<file path="src/rtl/mov_engine.sv">
// rtl/mov_engine.sv - tiny move engine: program memory, local registers, output FIFO
module mov_engine #(
  parameter int MemoryElementWidth = 12,
  parameter int NLocal             = 8,
  parameter int NProg              = 16,
  parameter int NOut               = 4,
  parameter int MaxSteps           = 1000,
  localparam int AW = (NLocal > 1) ? $clog2(NLocal) : 1,
  localparam int PW = (NProg > 1) ? $clog2(NProg) : 1,
  localparam int IW = 2 + AW + MemoryElementWidth
) (
  input  logic                          clock,
  input  logic                          reset_n,
  input  logic                          run,
  input  logic                          load_valid,
  input  logic [PW-1:0]                 load_addr,
  input  logic [IW-1:0]                 load_data,
  output logic                          out_valid,
  input  logic                          out_ready,
  output logic [MemoryElementWidth-1:0] out_data,
  output logic                          busy,
  output logic                          finished,
  output logic                          success,
  output logic [15:0]                   steps
);

  localparam int MW  = MemoryElementWidth;
  localparam int CW  = $clog2(NOut + 1);
  localparam int OPW = (NOut > 1) ? $clog2(NOut) : 1;

  localparam logic [PW:0]     IP_END    = (PW + 1)'(NProg);
  localparam logic [AW:0]     NLOC      = (AW + 1)'(NLocal);
  localparam logic [CW-1:0]   NOUT_C    = CW'(NOut);
  localparam logic [OPW-1:0]  OPTR_LAST = OPW'(NOut - 1);
  localparam logic [31:0]     MAX_STEPS = 32'(MaxSteps);

  localparam logic [1:0] OP_MOVI = 2'b00;
  localparam logic [1:0] OP_MOV  = 2'b01;
  localparam logic [1:0] OP_OUT  = 2'b10;
  localparam logic [1:0] OP_HALT = 2'b11;

  typedef enum logic [1:0] {
    S_IDLE = 2'd0,
    S_EXEC = 2'd1,
    S_DONE = 2'd2
  } state_t;

  state_t state, state_next;

  // Reset asserts immediately but is only released on a clock edge.
  logic [1:0] rst_sync;
  logic       rstn;

  // Program store survives reset, so it has no reset branch.
  logic [IW-1:0] prog_mem [2**PW];

  // Local registers are padded to a power of two so any index decodes safely.
  logic [MW-1:0] local_mem [2**AW];

  logic [PW:0]   ip;
  logic [PW:0]   ip_next;

  logic [MW-1:0] fifo_mem [NOut];
  logic [OPW-1:0] wr_ptr, rd_ptr;
  logic [CW-1:0] count;

  logic [IW-1:0] instr;
  logic [1:0]    opcode;
  logic [AW-1:0] dst;
  logic [MW-1:0] operand;
  logic [AW-1:0] src;
  logic          dst_bad, src_bad;

  logic [31:0]   steps_plus;
  logic          timeout;
  logic          start;
  logic          fifo_full;
  logic          push, pop;
  logic [MW-1:0] push_data;

  logic          exe_halt, exe_fault, exe_fall;
  logic          ip_inc;
  logic          mem_we;
  logic [AW-1:0] mem_waddr;
  logic [MW-1:0] mem_wdata;

  // Two-flop reset synchronizer: async assert, clocked release.
  always_ff @(posedge clock or negedge reset_n) begin
    if (!reset_n) rst_sync <= 2'b00;
    else          rst_sync <= {rst_sync[0], 1'b1};
  end

  assign rstn = rst_sync[1];

  // Instruction fetch and field decode.
  assign instr   = prog_mem[ip[PW-1:0]];
  assign opcode  = instr[IW-1 -: 2];
  assign dst     = instr[MW +: AW];
  assign operand = instr[MW-1:0];
  assign src     = operand[AW-1:0];
  assign dst_bad = {1'b0, dst} >= NLOC;
  assign src_bad = {1'b0, src} >= NLOC;

  assign ip_next    = ip + 1'b1;
  assign steps_plus = {16'd0, steps} + 32'd1;
  // This EXEC cycle is the one that brings steps up to the limit.
  assign timeout    = steps_plus >= MAX_STEPS;
  assign start      = (state != S_EXEC) && run;
  assign fifo_full  = (count == NOUT_C);
  assign pop        = out_valid && out_ready;
  assign push_data  = local_mem[dst];

  // Instruction execution: decides writes, pushes, ip advance and exit cause.
  always_comb begin
    exe_halt  = 1'b0;
    exe_fault = 1'b0;
    exe_fall  = 1'b0;
    ip_inc    = 1'b0;
    mem_we    = 1'b0;
    mem_waddr = dst;
    mem_wdata = operand;
    push      = 1'b0;
    if (state == S_EXEC && !timeout) begin
      if (ip >= IP_END) begin
        exe_fall = 1'b1;
      end else begin
        case (opcode)
          OP_MOVI: begin
            if (dst_bad) begin
              exe_fault = 1'b1;
            end else begin
              mem_we = 1'b1;
              ip_inc = 1'b1;
            end
          end
          OP_MOV: begin
            if (dst_bad || src_bad) begin
              exe_fault = 1'b1;
            end else begin
              mem_we    = 1'b1;
              mem_wdata = local_mem[src];
              ip_inc    = 1'b1;
            end
          end
          OP_OUT: begin
            if (dst_bad) begin
              exe_fault = 1'b1;
            end else if (!fifo_full) begin
              push   = 1'b1;
              ip_inc = 1'b1;
            end
          end
          default: begin
            exe_halt = 1'b1;
          end
        endcase
        if (ip_inc && ip_next == IP_END) exe_fall = 1'b1;
      end
    end
  end

  // State register.
  always_ff @(posedge clock or negedge rstn) begin
    if (!rstn) state <= S_IDLE;
    else       state <= state_next;
  end

  // Next-state logic.
  always_comb begin
    state_next = state;
    case (state)
      S_IDLE: if (run) state_next = S_EXEC;
      S_EXEC: if (timeout || exe_halt || exe_fault || exe_fall) state_next = S_DONE;
      S_DONE: if (run) state_next = S_EXEC;
      default: state_next = S_IDLE;
    endcase
  end

  // State-decoded status outputs.
  always_comb begin
    busy     = (state == S_EXEC);
    finished = (state == S_DONE);
  end

  // Program loads are accepted only while the engine is not executing.
  always_ff @(posedge clock) begin
    if (load_valid && state != S_EXEC) prog_mem[load_addr] <= load_data;
  end

  // Execution context: ip, step counter, halt flag and local registers.
  always_ff @(posedge clock or negedge rstn) begin
    if (!rstn) begin
      ip      <= '0;
      steps   <= '0;
      success <= 1'b0;
      for (int i = 0; i < 2**AW; i++) local_mem[i] <= '0;
    end else if (start) begin
      ip      <= '0;
      steps   <= '0;
      success <= 1'b0;
      for (int i = 0; i < 2**AW; i++) local_mem[i] <= '0;
    end else if (state == S_EXEC) begin
      if (steps != 16'hFFFF) steps <= steps + 16'd1;
      if (ip_inc)            ip <= ip_next;
      if (mem_we)            local_mem[mem_waddr] <= mem_wdata;
      if (exe_halt)          success <= 1'b1;
    end
  end

  // FIFO storage; entries are only meaningful while counted, so no reset.
  always_ff @(posedge clock) begin
    if (push) fifo_mem[wr_ptr] <= push_data;
  end

  // FIFO pointers and occupancy; pops are honoured in every state.
  always_ff @(posedge clock or negedge rstn) begin
    if (!rstn) begin
      wr_ptr <= '0;
      rd_ptr <= '0;
      count  <= '0;
    end else begin
      if (push) wr_ptr <= (wr_ptr == OPTR_LAST) ? '0 : wr_ptr + 1'b1;
      if (pop)  rd_ptr <= (rd_ptr == OPTR_LAST) ? '0 : rd_ptr + 1'b1;
      case ({push, pop})
        2'b10:   count <= count + 1'b1;
        2'b01:   count <= count - 1'b1;
        default: count <= count;
      endcase
    end
  end

  assign out_valid = (count != '0);
  assign out_data  = fifo_mem[rd_ptr];

endmodule

</file>
<file path="config.mk">
export PLATFORM = sky130hd
export DESIGN_NAME = mov_engine
export DESIGN_NICKNAME = d
export VERILOG_FILES = /design/src/rtl/mov_engine.sv
export SDC_FILE = /design/constraint.sdc
export NUM_CORES = 1
export LEC_CHECK = 0
export ABC_AREA = 1
export CORE_MARGIN = 2
export CORE_UTILIZATION = 30
export DETAILED_ROUTE_END_ITERATION = 10
export DONT_BUFFER_PORTS = 1
export PLACE_DENSITY = 0.49
export SETUP_SLACK_MARGIN = 0.02
export SYNTH_ARGS = -nofsm -noshare
export SYNTH_HDL_FRONTEND = slang
export SYNTH_SLANG_ARGS = --single-unit
</file>
<file path="constraint.sdc">
create_clock -name clock -period 4.94 [get_ports clock]
set_clock_uncertainty 0.1 [all_clocks]
set_input_delay 0.494 -clock clock [delete_from_list [all_inputs] [get_ports clock]]
set_output_delay 0.494 -clock clock [all_outputs]
set_load 0.03 [all_outputs]
</file>
After elaboration in Yosys (flattened, before gate mapping)
Memory sizes are Yosys's and may differ from the RTL's.
Index checks and enable logic that the tools add are counted.
Widths: inputs -> output; s select.
- flip-flop bits (word level): 129
- memory bits (writable): 320
- input port bits: 26
- output and inout bits: 32
- logic and storage cells: 124
- memories: 2
- memories (name ; words ; bits a word ; read ports ; clocked after memory_dff ; write ports ; line ; text):
    prog_mem ; 16 ; 17 ; 1 ; 0 ; 1 ; 55 ; logic [IW-1:0] prog_mem [2**PW];
    fifo_mem ; 4 ; 12 ; 1 ; 0 ; 1 ; 63 ; logic [MW-1:0] fifo_mem [NOut];
- add/sub/neg operators: 7
- magnitude comparators: 5
- equal/unequal tests: 14
- mux-type cells: 52
- bitwise operators: 2
- reduce and logical (&&, ||, !) cells: 26
- operators with widths (kind ; count):
    $mux 96 ; 3
    $bwmux 96 ; 1
    $mux 12 ; 8
    $bmux 12 s3 ; 2
    $mux 16 ; 3
    $demux 12 s3 ; 1
    $mux 1 ; 24
    $add 16x1->17 const B ; 1
    $ge 17x10->1 const B ; 1
    $add 16x1->16 const B ; 1
    $ne 16x16->1 const B ; 1
    $mux 5 ; 3
    $reduce_bool 2->1 ; 6
    $eq 2x2->1 const B ; 5
    $reduce_and 2->1 ; 5
    $ge 4x4->1 const B ; 2
    $mux 2 ; 4
    $not 3->4 ; 2
    $eq 2x1->1 const B ; 3
    $logic_and 1x1->1 ; 6
    $ne 2x1->1 const B ; 3
    $pmux 3 s2 ; 1
    $add 5x1->5 const B ; 1
    $eq 5x5->1 const B ; 1
    14 further kinds ; 18

Depth between registers and ports, before layout
An unclocked memory read counts as a cell.
- depth after elaboration: 13
- mapped depth: 19
- depth with buffers taken out: 19

Worst setup path after synthesis
Ideal clock, no wire load.
- path kind: register to register
- start: register steps[0]
- end: memory fifo_mem[0][0] (netlist name), enable pin
- setup time: 0.380 ns
- arrival: 2.743 ns
- data required time: 4.460 ns
- path slack: 1.716 ns
- stages on the path, launching flop included: 14
- path buffers: 0
- clock period less this slack: 3.224 ns
- path through: dfrtp_1 -> ha_1 -> nand3_2 -> nor2_4 -> nand3_1 -> nand2_1 -> nand2_1 -> a21oi_1 -> nand2_1 -> nor2_4 -> nand2_1 -> nor2_1 -> inv_1 -> nor2_1
- longest elaborated chain between the ends: 7
- ends and longest elaborated chain (element ; line ; text):
    from (decl) ; 24 ; output logic [15:0] steps
    from (signal assigned) ; 203 ; if (steps != 16'hFFFF) steps <= steps + 16'd1;
    $add 16x1->17 ; 105 ; assign steps_plus = {16'd0, steps} + 32'd1;
    $ge 17x10->1 ; 107 ; assign timeout = steps_plus >= MAX_STEPS;
    $logic_not 1->1 ; 123 ; if (state == S_EXEC && !timeout) begin
    $logic_and 1x1->1 ; 123 ;
    $mux 1 ; 123 ;
    $mux 1 ; 212 ; if (push) fifo_mem[wr_ptr] <= push_data;
    $mux 1 (implied by the code) ; 212 ;
    to (decl) ; 63 ;
Every way passes these cells.

Worst setup path in the final report
- start: register ip[2]
- end: register local_mem[44] (netlist name)
- longest elaborated chain between the ends: 12
- elaborated cells on any way between the ends: 27
- classes of those cells: order compare (3); eq/ne (1); mux (15); bitwise (2); reduce/logical (5); memory (1)
- ends and longest elaborated chain (element ; line ; text):
    from (decl) ; 60 ; logic [PW:0] ip;
    from (signal assigned) ; 204 ; if (ip_inc) ip <= ip_next;
    $mem_v2 16x17 ; -- ;
    $not 3->4 (implied by the code) ; 141 ; mem_wdata = local_mem[src];
    $bmux 12 s3 ; 141 ;
    $mux 12 (implied by the code) (2 in series) ; 141 ;
    $mux 12 ; 127 ; case (opcode)
    $mux 12 ; 124 ; if (ip >= IP_END) begin
    $mux 12 ; 123 ;
    $bwmux 96 ; 205 ; if (mem_we) local_mem[mem_waddr] <= mem_wdata;
    $mux 96 ; 205 ;
    $mux 96 ; 202 ; end else if (state == S_EXEC) begin
    $mux 96 ; 197 ; end else if (start) begin
    to (signal, indexed assignment) ; 205 ;
    to (decl) ; 58 ; logic [MW-1:0] local_mem [2**AW];
Parallel ways exist; a longest one is shown, timed or not. The select of a mux whose other input is x is not followed.
A chain may end at the register's enable or synchronous reset.

==> metrics.md <==
| Metric | Value |
|---|---|
| Mux contribution to synthesized area | `0` |
| XOR/XNOR share of the synthesized area | `0.00287` |
| Vias in the first global route | `15900` |
| Synth Warn # | `0` |
| Clk slew on worst S/H paths | `0.06 ns` |
| Final max-slew violation count | `0` |
| Later-pin clock latency in the skew report | `0.62 ns` |
| Leading post-synthesis cells by cell area | `edfxtp_1 46%, dfrtp_1 15%, nand2_1 10%` |
| Mapped Nets | `2219` |
| Final net count | `2223` |
| Most used cell, CP | `nand2_1` |
| Unrepaired setup endpoints after global routing | `false` |
| Largest family of logic cells by synthesized area | `simple AND/OR/NAND/NOR gates` |
| Antenna violations before repair | `2` |
| Cell with the largest stage delay on the worst path | `dfrtp_1` |
| Cell breakdown of the critical path | `inv_2 > nor2_4 > nand3_1 > nand2_1 > a21oi_1 > nand2_1 > nand2_1 > inv_2 > nand3_2 > inv_2 > nand3_2 > nand3_1 > nand2_1` |
| R2R setup slack | `0.92 ns` |
| Prevailing post-synth register cell | `edfxtp_1` |
| CP arrival | `4.39 ns` |
| Yosys top cell area share | `0.458` |
| DR DRC count | `0` |
| Chip width | `268 um` |
| Hold Crit Class | `input pin to asynchronous set/reset pin` |
| Post-DP HPWL | `40.0 mm` |
| H-tree depth | `2` |
| Post-layout util | `0.344` |
| Initial Util | `0.305` |
| Root Buffer | `clkbuf_16` |
| Via-per-instance ratio | `5.00` |
| Most frequent cells in the layout | `560 x nand2_1, 352 x nand3_1, 320 x edfxtp_1` |
| Tcrit/Tclk final | `0.814` |
| IO buf count | `0` |
| GPL Wtd Cong | `0.860` |
| Pin count of the biggest net entering global routing | `111` |
| Share of cells above drive strength 1 | `0.0939` |
| Avg WL per Cell | `20.3 um` |
| Status | `completed` |
| Yosys reg bits | `449` |
| Least-Margin Pin Slew | `0.900 ns` |
| Worst VDD drop | `0.000263 V` |
| Synth Area in Compound Gates | `0.0752` |
| Post-Syn Area per Cell | `9.61 um^2` |
| Initial DRC Count | `1457` |
| Core region area | `68800 um^2` |
| Final Instance Area | `23700 um^2` |
| Slowest stage delay, CP | `0.65 ns` |
| Adder-cell area share of the yosys netlist | `0.00752` |
| Fin Setup TNS | `0 ns` |
| DIE AREA | `72000 um^2` |
| # diodes | `0` |
| Gate Count Post-Synth | `2181` |
| CTS tree | `done` |
| Die H | `268 um` |
| Commonest non-fill, non-tap cell in the layout | `nand2_1` |
| Critical path type | `register to register` |
| PD cells | `495 nW/um^2` |
| Tot GR Track Use | `0.179` |
| Fin crit period | `4.02 ns` |
| Async S/R FF share, synth | `0.287` |
| Clock buffer depth | `3` |
| Post-synthesis sequential area ratio | `0.613` |
| Max-Cap Viols | `0` |
| CTS sink cnt | `449` |
| Post-synth EDFFs | `320` |
| Yosys top cell by area | `edfxtp_1` |
| Area growth from synthesis to layout | `12.9%` |
| TritonCTS Buffers | `48` |
| CP endpoint kind | `register` |
| Total chip power | `11.7 mW` |
| Total Wirelength | `64.2 mm` |
| Total I/O pin count | `58` |
| Leak Pwr | `9.42 nW` |
| Count of cell types in the netlist | `47` |
| Crit path max fanout | `22` |
| Routed Antenna Nets | `0` |
| Drt first pass iters | `5` |
| Fin. Hold Viols | `0` |
| Cell Rows | `96` |
| Grt ovf | `0` |
| First-pass GRT wire length | `97.8 mm` |
| Mapped cell area | `21000 um^2` |
| Post-DP Area | `22000 um^2` |
| Final setup viols | `0` |
| Post-Synth Simple-Gate Area | `0.242` |
| Required time of the critical path | `5.31 ns` |
| Worst Setup Start Kind | `register` |
| Highest clock rate | `249 MHz` |
| Vias | `15800` |
| Max_slew headroom | `0.399` |
[synth_stat cells, types with 6 or more instances]
| library cell | number |
|---|---|
| nand2_1 | 560 |
| nand3_1 | 352 |
| edfxtp_1 | 320 |
| nor2_1 | 176 |
| inv_1 | 160 |
| dfrtp_1 | 129 |
| o21ai_0 | 102 |
| a21oi_1 | 70 |
| buf_2 | 50 |
| o22ai_1 | 48 |
| buf_4 | 23 |
| clkbuf_1 | 22 |
| inv_2 | 18 |
| nor2_2 | 17 |
| o211ai_1 | 12 |
| ha_1 | 11 |
| nand2_2 | 10 |
| a22o_1 | 9 |
| buf_1 | 9 |
| nand3_2 | 9 |
| nand4_1 | 8 |
| nor2_4 | 6 |
[per-stage QoR]
stage | worst slack, ns | std cells | hold WS, ns
finish | 0.917 | 3156 | 0.0264
CTS | 0.886 | 3156 | 0.000496
global route | 0.595 | 3156 | 0.0169
global placement | 0.957 | 3047 | 0.0987
floorplan | 0.980 | 2181 | 0.0984
detailed placement | 0.921 | 3047 | 0.0987
[final timing paths]
kind,start,end,cells past startpoint
worst max-delay path,ip[2],local_mem[44],13
worst min-delay path,reset_n,rst_sync[0],1
worst max register to register,ip[2],local_mem[44],13
worst min register to register,rst_sync[1],local_mem[72],0
max in group asynchronous,rst_sync[1],local_mem[16],1
min in group clock,run,success,3
[worst max-delay path, delay by kind of cell (launching register included)]
kind / cells / cell delay (ns)
DFF: 1 / 0.65
AOI/OAI and AO/OA: 1 / 0.04
buffers and inverters: 3 / 0.76
and+or+nand+nor: 9 / 2.30
[repair_timing]
item,in CTS,in global routing
hold buffers,19,0
setup buffers,0,0
endpoints found under the hold margin,276,0
gates resized for setup,0,0
endpoints found under the setup margin,0,0
[kinds of logic after synthesis]
family	count (synthesis)
other	1
XOR/XNOR	6
buffers and inverters	286
adder cells (fa/ha/maj)	12
AND/OR/NAND/NOR	1159
AO/OA/AOI/OAI	268
flip-flops	449
[cell type report]
cell class	count	area (um^2)
fill	6958	45200
sequential	449	12800
inverter	178	671
tap	931	1160
clock buffer	71	1360
multi-input combinational	1446	6930
clock inverter	19	135
timing repair buffer	62	551
[state kept, by name, summed over array words and instances (netlist names)]
| register | cells |
|---|---|
| success | 1 |
| steps | 16 |
| fifo_mem | 48 |
| rd_ptr | 2 |
| rst_sync | 2 |
| prog_mem | 272 |
| wr_ptr | 2 |
| count | 3 |
| ip | 5 |
| local_mem | 96 |
| state | 2 |
[power by group]
| part | switching [mW] | internal [mW] |
|---|---|---|
| combinational | 2.70 | 0.905 |
| clock | 1.55 | 1.92 |
| sequential | 0.313 | 4.31 |
[per-layer routing]
metal,GRT usage,routed length (um),vias up
met5,0,25,-
met4,0.0500,1450,4
met3,0.0276,3520,98
met2,0.295,30100,437
met1,0.245,29100,7807
li1,-,-,7437
Note: power is estimated with default switching activity, not from simulation.
